[src/rtl/mips_alu_sequencer.sv]
// -----------------------------------------------------------------------------
// mips_alu_sequencer
//
// Multi-cycle issue controller between the instruction source and the ALU
// datapath of the Mini-MIPS core. One instruction is accepted at a time over a
// valid/ready handshake. R-type ALU ops (ADD SUB AND OR XOR SLT SLL SRL) and
// I-type ADDI/SLTI/ANDI/ORI are decoded. The sequencer then:
//   - reads both operands from the register file,
//   - pulses alu_start for one cycle,
//   - waits for alu_done,
//   - writes the result back.
// Any other encoding produces a one-cycle err pulse and has no side effects.
//
// Sequence: IDLE -> READ -> ISSUE -> WAIT -> WB -> IDLE (5 cycles minimum).
// Illegal encodings take IDLE -> ERR -> IDLE.
//
// Ports
//   clk, rst                 clock (rising edge), asynchronous active-high reset
//   instr_valid/instr_ready  instruction handshake (ready only in IDLE)
//   instruction[31:0]        MIPS instruction word
//   rf_raddr_a/b[4:0]        register-file read addresses (rs / rt)
//   rf_rdata_a/b[31:0]       register-file read data, sampled at the end of READ
//   alu_start                one-cycle ALU start pulse
//   alu_op[3:0]              ADD=0 SUB=1 AND=2 OR=3 XOR=4 SLT=5 SLL=6 SRL=7
//   alu_a/alu_b[31:0]        ALU operands
//   alu_shamt[4:0]           ALU shift amount
//   alu_done, alu_result     ALU completion and result
//   rf_we, rf_waddr, rf_wdata  register-file write port (one-cycle write enable)
//   busy                     high in every state except IDLE
//   err                      one-cycle pulse on illegal instruction or timeout
//
// Optional build macro MIPS_SEQ_TIMEOUT_EN: when defined, WAIT aborts to ERR
// after TIMEOUT_CYCLES cycles without alu_done. When undefined, WAIT holds until
// alu_done and TIMEOUT_CYCLES has no effect.
// -----------------------------------------------------------------------------
module mips_alu_sequencer #(
  parameter int unsigned TIMEOUT_CYCLES = 16
) (
  input  logic        clk,
  input  logic        rst,
  input  logic        instr_valid,
  output logic        instr_ready,
  input  logic [31:0] instruction,
  output logic [4:0]  rf_raddr_a,
  output logic [4:0]  rf_raddr_b,
  input  logic [31:0] rf_rdata_a,
  input  logic [31:0] rf_rdata_b,
  output logic        alu_start,
  output logic [3:0]  alu_op,
  output logic [31:0] alu_a,
  output logic [31:0] alu_b,
  output logic [4:0]  alu_shamt,
  input  logic        alu_done,
  input  logic [31:0] alu_result,
  output logic        rf_we,
  output logic [4:0]  rf_waddr,
  output logic [31:0] rf_wdata,
  output logic        busy,
  output logic        err
);

  typedef enum logic [2:0] {
    S_IDLE  = 3'd0,
    S_READ  = 3'd1,
    S_ISSUE = 3'd2,
    S_WAIT  = 3'd3,
    S_WB    = 3'd4,
    S_ERR   = 3'd5
  } state_t;

  localparam logic [3:0] OP_ADD = 4'd0;
  localparam logic [3:0] OP_SUB = 4'd1;
  localparam logic [3:0] OP_AND = 4'd2;
  localparam logic [3:0] OP_OR  = 4'd3;
  localparam logic [3:0] OP_XOR = 4'd4;
  localparam logic [3:0] OP_SLT = 4'd5;
  localparam logic [3:0] OP_SLL = 4'd6;
  localparam logic [3:0] OP_SRL = 4'd7;

  state_t state_reg, state_next;

  // Instruction fields
  logic [5:0]  f_opcode;
  logic [4:0]  f_rs, f_rt, f_rd, f_shamt;
  logic [5:0]  f_funct;
  logic [15:0] f_imm;

  assign f_opcode = instruction[31:26];
  assign f_rs     = instruction[25:21];
  assign f_rt     = instruction[20:16];
  assign f_rd     = instruction[15:11];
  assign f_shamt  = instruction[10:6];
  assign f_funct  = instruction[5:0];
  assign f_imm    = instruction[15:0];

  // Decode of the offered instruction (used only at the accept edge)
  logic       dec_legal;
  logic       dec_itype;
  logic       dec_shift;
  logic       dec_signext;
  logic [3:0] dec_op;
  logic [4:0] dec_dest;

  always_comb begin
    dec_legal   = 1'b1;
    dec_itype   = 1'b0;
    dec_shift   = 1'b0;
    dec_signext = 1'b0;
    dec_op      = OP_ADD;
    dec_dest    = f_rd;
    if (f_opcode == 6'h00) begin
      unique case (f_funct)
        6'h20:   dec_op = OP_ADD;
        6'h22:   dec_op = OP_SUB;
        6'h24:   dec_op = OP_AND;
        6'h25:   dec_op = OP_OR;
        6'h26:   dec_op = OP_XOR;
        6'h2A:   dec_op = OP_SLT;
        6'h00: begin dec_op = OP_SLL; dec_shift = 1'b1; end
        6'h02: begin dec_op = OP_SRL; dec_shift = 1'b1; end
        default: dec_legal = 1'b0;
      endcase
    end else begin
      dec_itype = 1'b1;
      dec_dest  = f_rt;
      unique case (f_opcode)
        6'h08:   begin dec_op = OP_ADD; dec_signext = 1'b1; end
        6'h0A:   begin dec_op = OP_SLT; dec_signext = 1'b1; end
        6'h0C:   dec_op = OP_AND;
        6'h0D:   dec_op = OP_OR;
        default: dec_legal = 1'b0;
      endcase
    end
  end

  // Latched decode attributes, needed when operands are formed at the end of READ
  logic        itype_reg;
  logic        shift_reg;
  logic        signext_reg;
  logic [15:0] imm_reg;
  logic [4:0]  shamt_reg;
  logic [31:0] imm_ext;

  assign imm_ext = signext_reg ? {{16{imm_reg[15]}}, imm_reg} : {16'h0000, imm_reg};

  logic accept;
  assign accept = (state_reg == S_IDLE) && instr_valid;

`ifdef MIPS_SEQ_TIMEOUT_EN
  localparam int unsigned CNT_W = (TIMEOUT_CYCLES > 1) ? $clog2(TIMEOUT_CYCLES) : 1;
  localparam logic [CNT_W-1:0] CNT_LAST = CNT_W'(TIMEOUT_CYCLES - 1);

  logic [CNT_W-1:0] wait_cnt_reg;
  logic             wait_expired;

  // Counts completed WAIT cycles; alu_done in the final cycle still wins.
  assign wait_expired = (wait_cnt_reg == CNT_LAST);

  always_ff @(posedge clk or posedge rst) begin
    if (rst) begin
      wait_cnt_reg <= '0;
    end else if (state_reg == S_ISSUE) begin
      wait_cnt_reg <= '0;
    end else if (state_reg == S_WAIT && !alu_done && !wait_expired) begin
      wait_cnt_reg <= wait_cnt_reg + 1'b1;
    end
  end
`endif

  // State register
  always_ff @(posedge clk or posedge rst) begin
    if (rst) begin
      state_reg <= S_IDLE;
    end else begin
      state_reg <= state_next;
    end
  end

  // Next state and state-decoded outputs
  always_comb begin
    state_next  = state_reg;
    instr_ready = 1'b0;
    busy        = 1'b1;
    alu_start   = 1'b0;
    rf_we       = 1'b0;
    err         = 1'b0;
    unique case (state_reg)
      S_IDLE: begin
        instr_ready = 1'b1;
        busy        = 1'b0;
        if (instr_valid) begin
          state_next = dec_legal ? S_READ : S_ERR;
        end
      end
      S_READ: begin
        state_next = S_ISSUE;
      end
      S_ISSUE: begin
        alu_start  = 1'b1;
        state_next = S_WAIT;
      end
      S_WAIT: begin
        if (alu_done) begin
          state_next = S_WB;
        end
`ifdef MIPS_SEQ_TIMEOUT_EN
        else if (wait_expired) begin
          state_next = S_ERR;
        end
`endif
      end
      S_WB: begin
        // Writes to $0 are suppressed, but the cycle is still spent.
        rf_we      = (rf_waddr != 5'd0);
        state_next = S_IDLE;
      end
      S_ERR: begin
        err        = 1'b1;
        state_next = S_IDLE;
      end
      default: begin
        state_next = S_IDLE;
      end
    endcase
  end

  // Datapath registers
  always_ff @(posedge clk or posedge rst) begin
    if (rst) begin
      rf_raddr_a  <= '0;
      rf_raddr_b  <= '0;
      alu_op      <= '0;
      alu_a       <= '0;
      alu_b       <= '0;
      alu_shamt   <= '0;
      rf_waddr    <= '0;
      rf_wdata    <= '0;
      itype_reg   <= 1'b0;
      shift_reg   <= 1'b0;
      signext_reg <= 1'b0;
      imm_reg     <= '0;
      shamt_reg   <= '0;
    end else begin
      // Only legal instructions touch the datapath, so a rejected encoding
      // leaves every address/data output untouched.
      if (accept && dec_legal) begin
        rf_raddr_a  <= f_rs;
        rf_raddr_b  <= f_rt;
        alu_op      <= dec_op;
        rf_waddr    <= dec_dest;
        itype_reg   <= dec_itype;
        shift_reg   <= dec_shift;
        signext_reg <= dec_signext;
        imm_reg     <= f_imm;
        shamt_reg   <= f_shamt;
      end
      if (state_reg == S_READ) begin
        // Shifts operate on the rt value.
        alu_a     <= shift_reg ? rf_rdata_b : rf_rdata_a;
        alu_b     <= itype_reg ? imm_ext : rf_rdata_b;
        alu_shamt <= shift_reg ? shamt_reg : 5'd0;
      end
      if (state_reg == S_WAIT && alu_done) begin
        rf_wdata <= alu_result;
      end
    end
  end

endmodule

[config.mk]
export PLATFORM = sky130hd
export DESIGN_NAME = mips_alu_sequencer
export DESIGN_NICKNAME = d
export VERILOG_FILES = /design/src/rtl/mips_alu_sequencer.sv
export SDC_FILE = /design/constraint.sdc
export NUM_CORES = 1
export LEC_CHECK = 0
export CORE_MARGIN = 4
export CORE_UTILIZATION = 46
export CTS_CLUSTER_DIAMETER = 120
export DETAILED_ROUTE_END_ITERATION = 10
export PLACE_DENSITY = 0.85
export SLEW_MARGIN = 20
export SYNTH_ARGS = -nofsm -noshare
export SYNTH_HDL_FRONTEND = slang
export SYNTH_SLANG_ARGS = --single-unit
[constraint.sdc]
create_clock -name clk -period 15.2 [get_ports clk]
set_clock_uncertainty 0.1 [all_clocks]
set_input_delay 4.56 -clock clk [delete_from_list [all_inputs] [get_ports clk]]
set_output_delay 4.56 -clock clk [all_outputs]
set_load 0.1 [all_outputs]
### Word-level counts from Yosys, hierarchy flattened

Cells that the tools add are included.

| storage, ports and cells | value |
|---|---|
| bits in registers | 147 |
| latch bits | 0 |
| bits in read-only memories | 0 |
| memories kept | 0 |
| input port bits | 132 |
| memory bits (writable) | 0 |

| cells by class | value |
|---|---|
| multiplexer cells | 25 |
| shift operators | 0 |
| bitwise operators | 0 |
| divide/modulo/power cells | 0 |
| reduce and logical (&&, ||, !) cells | 12 |
| equality and inequality tests | 18 |
| multiply operators | 0 |
| add/subtract/negate cells | 0 |
| magnitude comparators | 0 |

Operators with widths:

| operator | count |
|---|---|
| 32-bit 2-to-1 mux | 3 |
| 6-bit == test, second input constant | 6 |
| 6-bit by 4-bit == test with 1-bit output, second input constant | 4 |
| 3-bit case mux with 7 select lines | 1 |
| 1-bit 2-to-1 mux | 13 |
| 6-bit logical NOT | 2 |
| 3-bit case mux with 4 select lines | 1 |
| 5-bit 2-to-1 mux | 2 |
| 3-bit 2-to-1 mux | 3 |
| 3-bit case mux with 3 select lines | 1 |
| 8-bit OR reduction | 1 |
| 3-bit by 2-bit == test with 1-bit output, second input constant | 2 |
| 3-bit == test, second input constant | 2 |
| 6-bit by 2-bit == test with 1-bit output, second input constant | 1 |
| 5-bit nonzero test | 1 |
| 4-bit 2-to-1 mux | 1 |
| 2-bit != test, second input constant | 2 |
| 2-bit OR reduction | 2 |
| 4-bit OR reduction | 1 |
| 3-bit by 1-bit == test with 1-bit output, second input constant | 1 |
| 1-bit logical AND | 3 |
| 3-bit logical NOT | 1 |
| 2-bit AND reduction | 1 |

### Depth between registers and ports, before layout

| depth | value |
|---|---|
| depth after elaboration | 7 |
| gate-level depth with buffers | 7 |

### Least setup slack after synthesis

No wires, ideal clock.

| timing | value |
|---|---|
| kind | reg-to-output |
| start | register rf_waddr[1] |
| end | output port rf_we |
| required time | 10.540 ns |
| stages on the path, launching flop included | 4 |
| data arrival time | 4.319 ns |
| path slack | 6.221 ns |
| path buffers | 0 |
| cell sequence | dfrtp_1 -> or4_1 -> nor2_1 -> nor4b_1 |

| on the way | value |
|---|---|
| cells in the longest elaborated chain, start to end | 2 |

Ends and longest elaborated chain:

| what | RTL line | RTL |
|---|---|---|
| start, declared | 56 | `output logic [4:0] rf_waddr,` |
| start signal, assigned | 250 | `rf_waddr <= dec_dest;` |
| 5-bit nonzero test | 214 | `rf_we = (rf_waddr != 5'd0);` |
| 1-bit 2-to-1 mux | 187 | `unique case (state_reg)` |
| end, declared | 55 | `output logic rf_we,` |

No other way between the ends.

### Worst setup path after layout

| timing | value |
|---|---|
| start | register state_reg[0] |
| end | output port instr_ready |

| on the way | value |
|---|---|
| cells in the longest elaborated chain, start to end | 2 |

Ends and longest elaborated chain:

| what | RTL line | RTL |
|---|---|---|
| start, declared | 80 | `state_t state_reg, state_next;` |
| start signal, assigned | 175 | `state_reg <= state_next;` |
| 3-bit logical NOT | 187 |  |
| 1-bit 2-to-1 mux | 187 |  |
| end, declared | 42 | `output logic instr_ready,` |

No other way between the ends.

==> flow_summary.html <==
<table>
<tr><th>Metric</th><th>Value</th></tr>
<tr><th colspan="2">GRT</th></tr>
<tr><td>Overflow left after global routing</td><td>0</td></tr>
<tr><td>Total routing usage reported by global routing</td><td>0.2316</td></tr>
<tr><td>Largest net degree at the start of global routing</td><td>~100</td></tr>
<tr><td>First-pass GRT wire length</td><td>around 27000 um</td></tr>
<tr><td>Number of global-route vias before repair</td><td>roughly 5200</td></tr>
<tr><td>Antenna violations before repair</td><td>0</td></tr>
<tr><th colspan="2">Outcome</th></tr>
<tr><td>Result of the run</td><td>finished clean</td></tr>
<tr><th colspan="2">Logic synthesis</th></tr>
<tr><td>XOR/XNOR share of the synthesized area</td><td>0.001439</td></tr>
<tr><td>Sequential element share of the synthesized area</td><td>0.5797</td></tr>
<tr><td>Number of nets produced by synthesis</td><td>about 630</td></tr>
<tr><td>Share of synthesized area spent on multiplexers</td><td>0.2158</td></tr>
<tr><td>Compound-Gate Fraction of Synth Area</td><td>0.07852</td></tr>
<tr><td>Number of instances in the synthesized netlist</td><td>500</td></tr>
<tr><td>Most common library cells after synthesis</td><td>sky130_fd_sc_hd__dfrtp_1, sky130_fd_sc_hd__mux2_2, sky130_fd_sc_hd__nand2_1</td></tr>
<tr><td>Yosys top cell area share</td><td>0.5797</td></tr>
<tr><td>Leading register cell type out of synthesis</td><td>sky130_fd_sc_hd__dfrtp_1</td></tr>
<tr><td>Synth Warn #</td><td>0</td></tr>
<tr><td>Dominant combinational cell family by area after synthesis</td><td>multiplexers</td></tr>
<tr><td>Cell types occupying the most area after synthesis</td><td>sky130_fd_sc_hd__dfrtp_1, sky130_fd_sc_hd__mux2_2, sky130_fd_sc_hd__mux2i_1, sky130_fd_sc_hd__o21ai_0, sky130_fd_sc_hd__nand2_1</td></tr>
<tr><td>Async set-reset flop share out of synthesis</td><td>1.000</td></tr>
<tr><td>Synth Area in Adders</td><td>0.001644</td></tr>
<tr><td>Combined area of all synthesized cells</td><td>between 6000 and 7000 um^2</td></tr>
<tr><td>FF+latch count, synth</td><td>about 140</td></tr>
<tr><td>Dominant cell by count in the synthesized netlist</td><td>sky130_fd_sc_hd__dfrtp_1</td></tr>
<tr><td>Unique masters post-synth</td><td>43</td></tr>
<tr><td>Biggest area consumer among synthesized cells</td><td>sky130_fd_sc_hd__dfrtp_1</td></tr>
<tr><td>Area fraction in and, or, nand and nor cells after synthesis</td><td>0.09620</td></tr>
<tr><td>Post-synthesis area per instance</td><td>between 10 and 15 um^2</td></tr>
<tr><td>Number of enable-type register cells in the synthesized netlist</td><td>0</td></tr>
<tr><th colspan="2">STA</th></tr>
<tr><td>Worst slew pin tran</td><td>1029 ps</td></tr>
<tr><td>Min cycle time layout</td><td>~7300 ps</td></tr>
<tr><td>Achievable frequency</td><td>0.1371 GHz</td></tr>
<tr><td>Final setup viols</td><td>0</td></tr>
<tr><td>RSZ-0062 raised after global routing</td><td>false</td></tr>
<tr><td>Max transition margin</td><td>0.3116</td></tr>
<tr><td>Pins over their slew limit</td><td>0</td></tr>
<tr><td>Final-report hold violation count</td><td>0</td></tr>
<tr><td>Final period utilization</td><td>0.4800</td></tr>
<tr><td>Final-layout setup total negative slack</td><td>0 ps</td></tr>
<tr><th colspan="2">Critical path</th></tr>
<tr><td>Arrival time of data at the critical path endpoint</td><td>roughly 2600 ps</td></tr>
<tr><td>Kind of end point of the critical path</td><td>output port</td></tr>
<tr><td>Worst Path Max Fanout</td><td>10</td></tr>
<tr><td>CP Buf/Inv Count</td><td>2</td></tr>
<tr><td>Largest stage delay on the critical path</td><td>1140 ps</td></tr>
<tr><td>Cell-by-cell trace of the critical path</td><td>or3_1 &gt; inv_1 &gt; clkdlybuf4s50_1</td></tr>
<tr><td>Worst reg2reg startpoint</td><td>state_reg[0]$_DFFE_PP0P_</td></tr>
<tr><td>Crit path max-delay cell type</td><td>sky130_fd_sc_hd__clkdlybuf4s50_1</td></tr>
<tr><td>Worst r2r dst</td><td>rf_waddr[1]$_DFFE_PP0P_</td></tr>
<tr><td>Category of the worst setup path launch point</td><td>register</td></tr>
<tr><td>Top cell family by delay on the critical path</td><td>buffers and inverters</td></tr>
<tr><td>Path type of the worst setup path</td><td>register to output port</td></tr>
<tr><td>Required time of the critical path</td><td>roughly 11000 ps</td></tr>
<tr><td>Path depth of the worst reg2reg path</td><td>4</td></tr>
<tr><td>Minimum setup slack among reg-to-reg paths</td><td>between 10000 and 15000 ps</td></tr>
<tr><th colspan="2">Routing</th></tr>
<tr><td>DR iter-0 viols</td><td>276</td></tr>
<tr><td>Total number of vias</td><td>a little under 5000</td></tr>
<tr><td>Via/cell ratio</td><td>5.238</td></tr>
<tr><td>Iteration count of the initial detailed-routing pass</td><td>6</td></tr>
<tr><td>DRC</td><td>0</td></tr>
<tr><td>Final ANT Viol Nets</td><td>0</td></tr>
<tr><td>Sum of routed wire length over all layers</td><td>roughly 17000 um</td></tr>
<tr><td>Routed length per instance</td><td>~19 um</td></tr>
<tr><th colspan="2">Clocking</th></tr>
<tr><td>CTS root buf</td><td>sky130_fd_sc_hd__clkbuf_16</td></tr>
<tr><td>Later-pin clock latency in the skew report</td><td>roughly 410 ps</td></tr>
<tr><td>Setup repair bufs after CTS</td><td>0</td></tr>
<tr><td>Number of buffers on the longest clock path</td><td>2</td></tr>
<tr><td>Number of buffers added by the clock tree synthesis step</td><td>17</td></tr>
<tr><td>TritonCTS sink count</td><td>around 140</td></tr>
<tr><td>Post_cts resized</td><td>0</td></tr>
<tr><td>CTS tree</td><td>built</td></tr>
<tr><td>Deepest level of the CTS H-tree</td><td>4</td></tr>
<tr><td>Clock transition at the registers of the reported paths</td><td>around 60 ps</td></tr>
<tr><td>Count of hold buffers inserted by post-cts repair</td><td>0</td></tr>
<tr><th colspan="2">Worst hold path</th></tr>
<tr><td>Worst Hold Depth</td><td>2</td></tr>
<tr><td>Worst min-delay path class</td><td>register to register</td></tr>
<tr><td>Worst Hold Path EP</td><td>alu_shamt[2]$_DFFE_PP0P_</td></tr>
<tr><td>Startpoint of the most critical hold path</td><td>alu_shamt[2]$_DFFE_PP0P_</td></tr>
<tr><th colspan="2">Floorplanning</th></tr>
<tr><td>Count of boundary I/O pins</td><td>~260</td></tr>
<tr><td>Total Die Area</td><td>approximately 15000 um^2</td></tr>
<tr><td>Core outline area</td><td>12770 um^2</td></tr>
<tr><td>Standard-cell rows</td><td>41</td></tr>
<tr><td>Die outline width</td><td>around 120 um</td></tr>
<tr><td>Effective utilization at floorplan</td><td>0.4765</td></tr>
<tr><td>Chip height</td><td>approximately 120 um</td></tr>
<tr><th colspan="2">Flow run</th></tr>
<tr><td>Max-cap violation count</td><td>0</td></tr>
<tr><th colspan="2">Layout</th></tr>
<tr><td>Layout-stage area growth over the synthesis result</td><td>53.07%</td></tr>
<tr><td>Count of nets after finishing</td><td>around 880</td></tr>
<tr><td>Regs by FF count</td><td>alu_a x32, alu_b x32, rf_wdata x32</td></tr>
<tr><td>Filler cell count</td><td>about 860</td></tr>
<tr><td>Share of final-layout standard cells stronger than drive strength 1</td><td>0.1474</td></tr>
<tr><td>Antenna fix cells</td><td>0</td></tr>
<tr><th colspan="2">Place</th></tr>
<tr><td>RD Place Congestion</td><td>~0.9</td></tr>
<tr><td>Post-DP HPWL</td><td>approximately 13000 um</td></tr>
<tr><td>Buffers added on ports</td><td>between 200 and 300</td></tr>
</table>
==> metrics by stage <==
step | instance area (um^2) | setup WS [ps] | hold slack (ps) | instances | util
after floorplan | 6087 | 6221 | 380.2 | 500 | -
after global placement | 8756 | 8156 | 349.0 | 900 | 0.6855
after detailed placement | 8756 | 8018 | 354.4 | 900 | 0.6855
after CTS | 9315 | 7883 | 366.8 | 932 | 0.7293
after global routing | 9318 | 7824 | 407.0 | 932 | 0.7295
final | 9318 | 7905 | 364.0 | 932 | 0.7295
==> worst max path at each step <==
stage / start / endpoint / cells past startpoint
after floorplan: rf_waddr[1]$_DFFE_PP0P_ / rf_we / 3
after global placement: instruction[5] / itype_reg$_DFFE_PP0P_ / 7
after detailed placement: instruction[27] / rf_raddr_a[0]$_DFFE_PP0P_ / 7
after CTS: state_reg[0]$_DFFE_PP0P_ / instr_ready / 3
after global routing: state_reg[0]$_DFFE_PP0P_ / instr_ready / 3
final: state_reg[0]$_DFFE_PP0P_ / instr_ready / 3
==> kinds of logic after synthesis <==
logic type / after synthesis
AO/OA/AOI/OAI: 78
flip-flops: 141
other: 1
AND/OR/NAND/NOR: 121
XOR/XNOR: 1
buffers and inverters: 35
multiplexers: 122
adder cells (fa/ha/maj): 1
==> cell type report <==
class / count / area (um^2) / share of cell area
sequential: 141 / 3533 / 0.3792
inverter: 4 / 20.02 / 0.002149
clock buffer: 26 / 499.2 / 0.05358
tap: 172 / 215.2 / 0.02310
multi-input combinational: 324 / 2407 / 0.2584
timing repair buffer: 259 / 2582 / 0.2772
clock inverter: 6 / 60.06 / 0.006446
==> metal layers <==
metal  vias to the layer above  share of wire  track usage  wire [um]
li1                       2247              -            -          -
met2                       203           0.52       0.4086       9101
met3                        34          0.067      0.06221       1180
met5                         -              0            0          0
met1                      2398           0.39       0.2674       6795
met4                         0          0.024      0.09343        412
==> worst reg2reg max path, delay by kind of cell, from the launching register on <==
family	cells	cell delay, ps
simple gates	2	750
flops	1	490
buf+inv	1	440
mux	1	430
==> placed cells by master, fill, tap and decap left out, drive strengths merged, types with 16 or more instances in the layout <==
| master | n |
|---|---|
| clkbuf | 26 |
| dfrtp | 141 |
| mux2i | 48 |
| nand2 | 68 |
| clkdlybuf4s50 | 255 |
| o21ai | 52 |
| mux2 | 74 |
| nor2b | 16 |
| o22a | 16 |
Power is left out: the tool's default activity adds up to more than one toggle a clock period on the data nets, which glitch-free logic cannot reach.
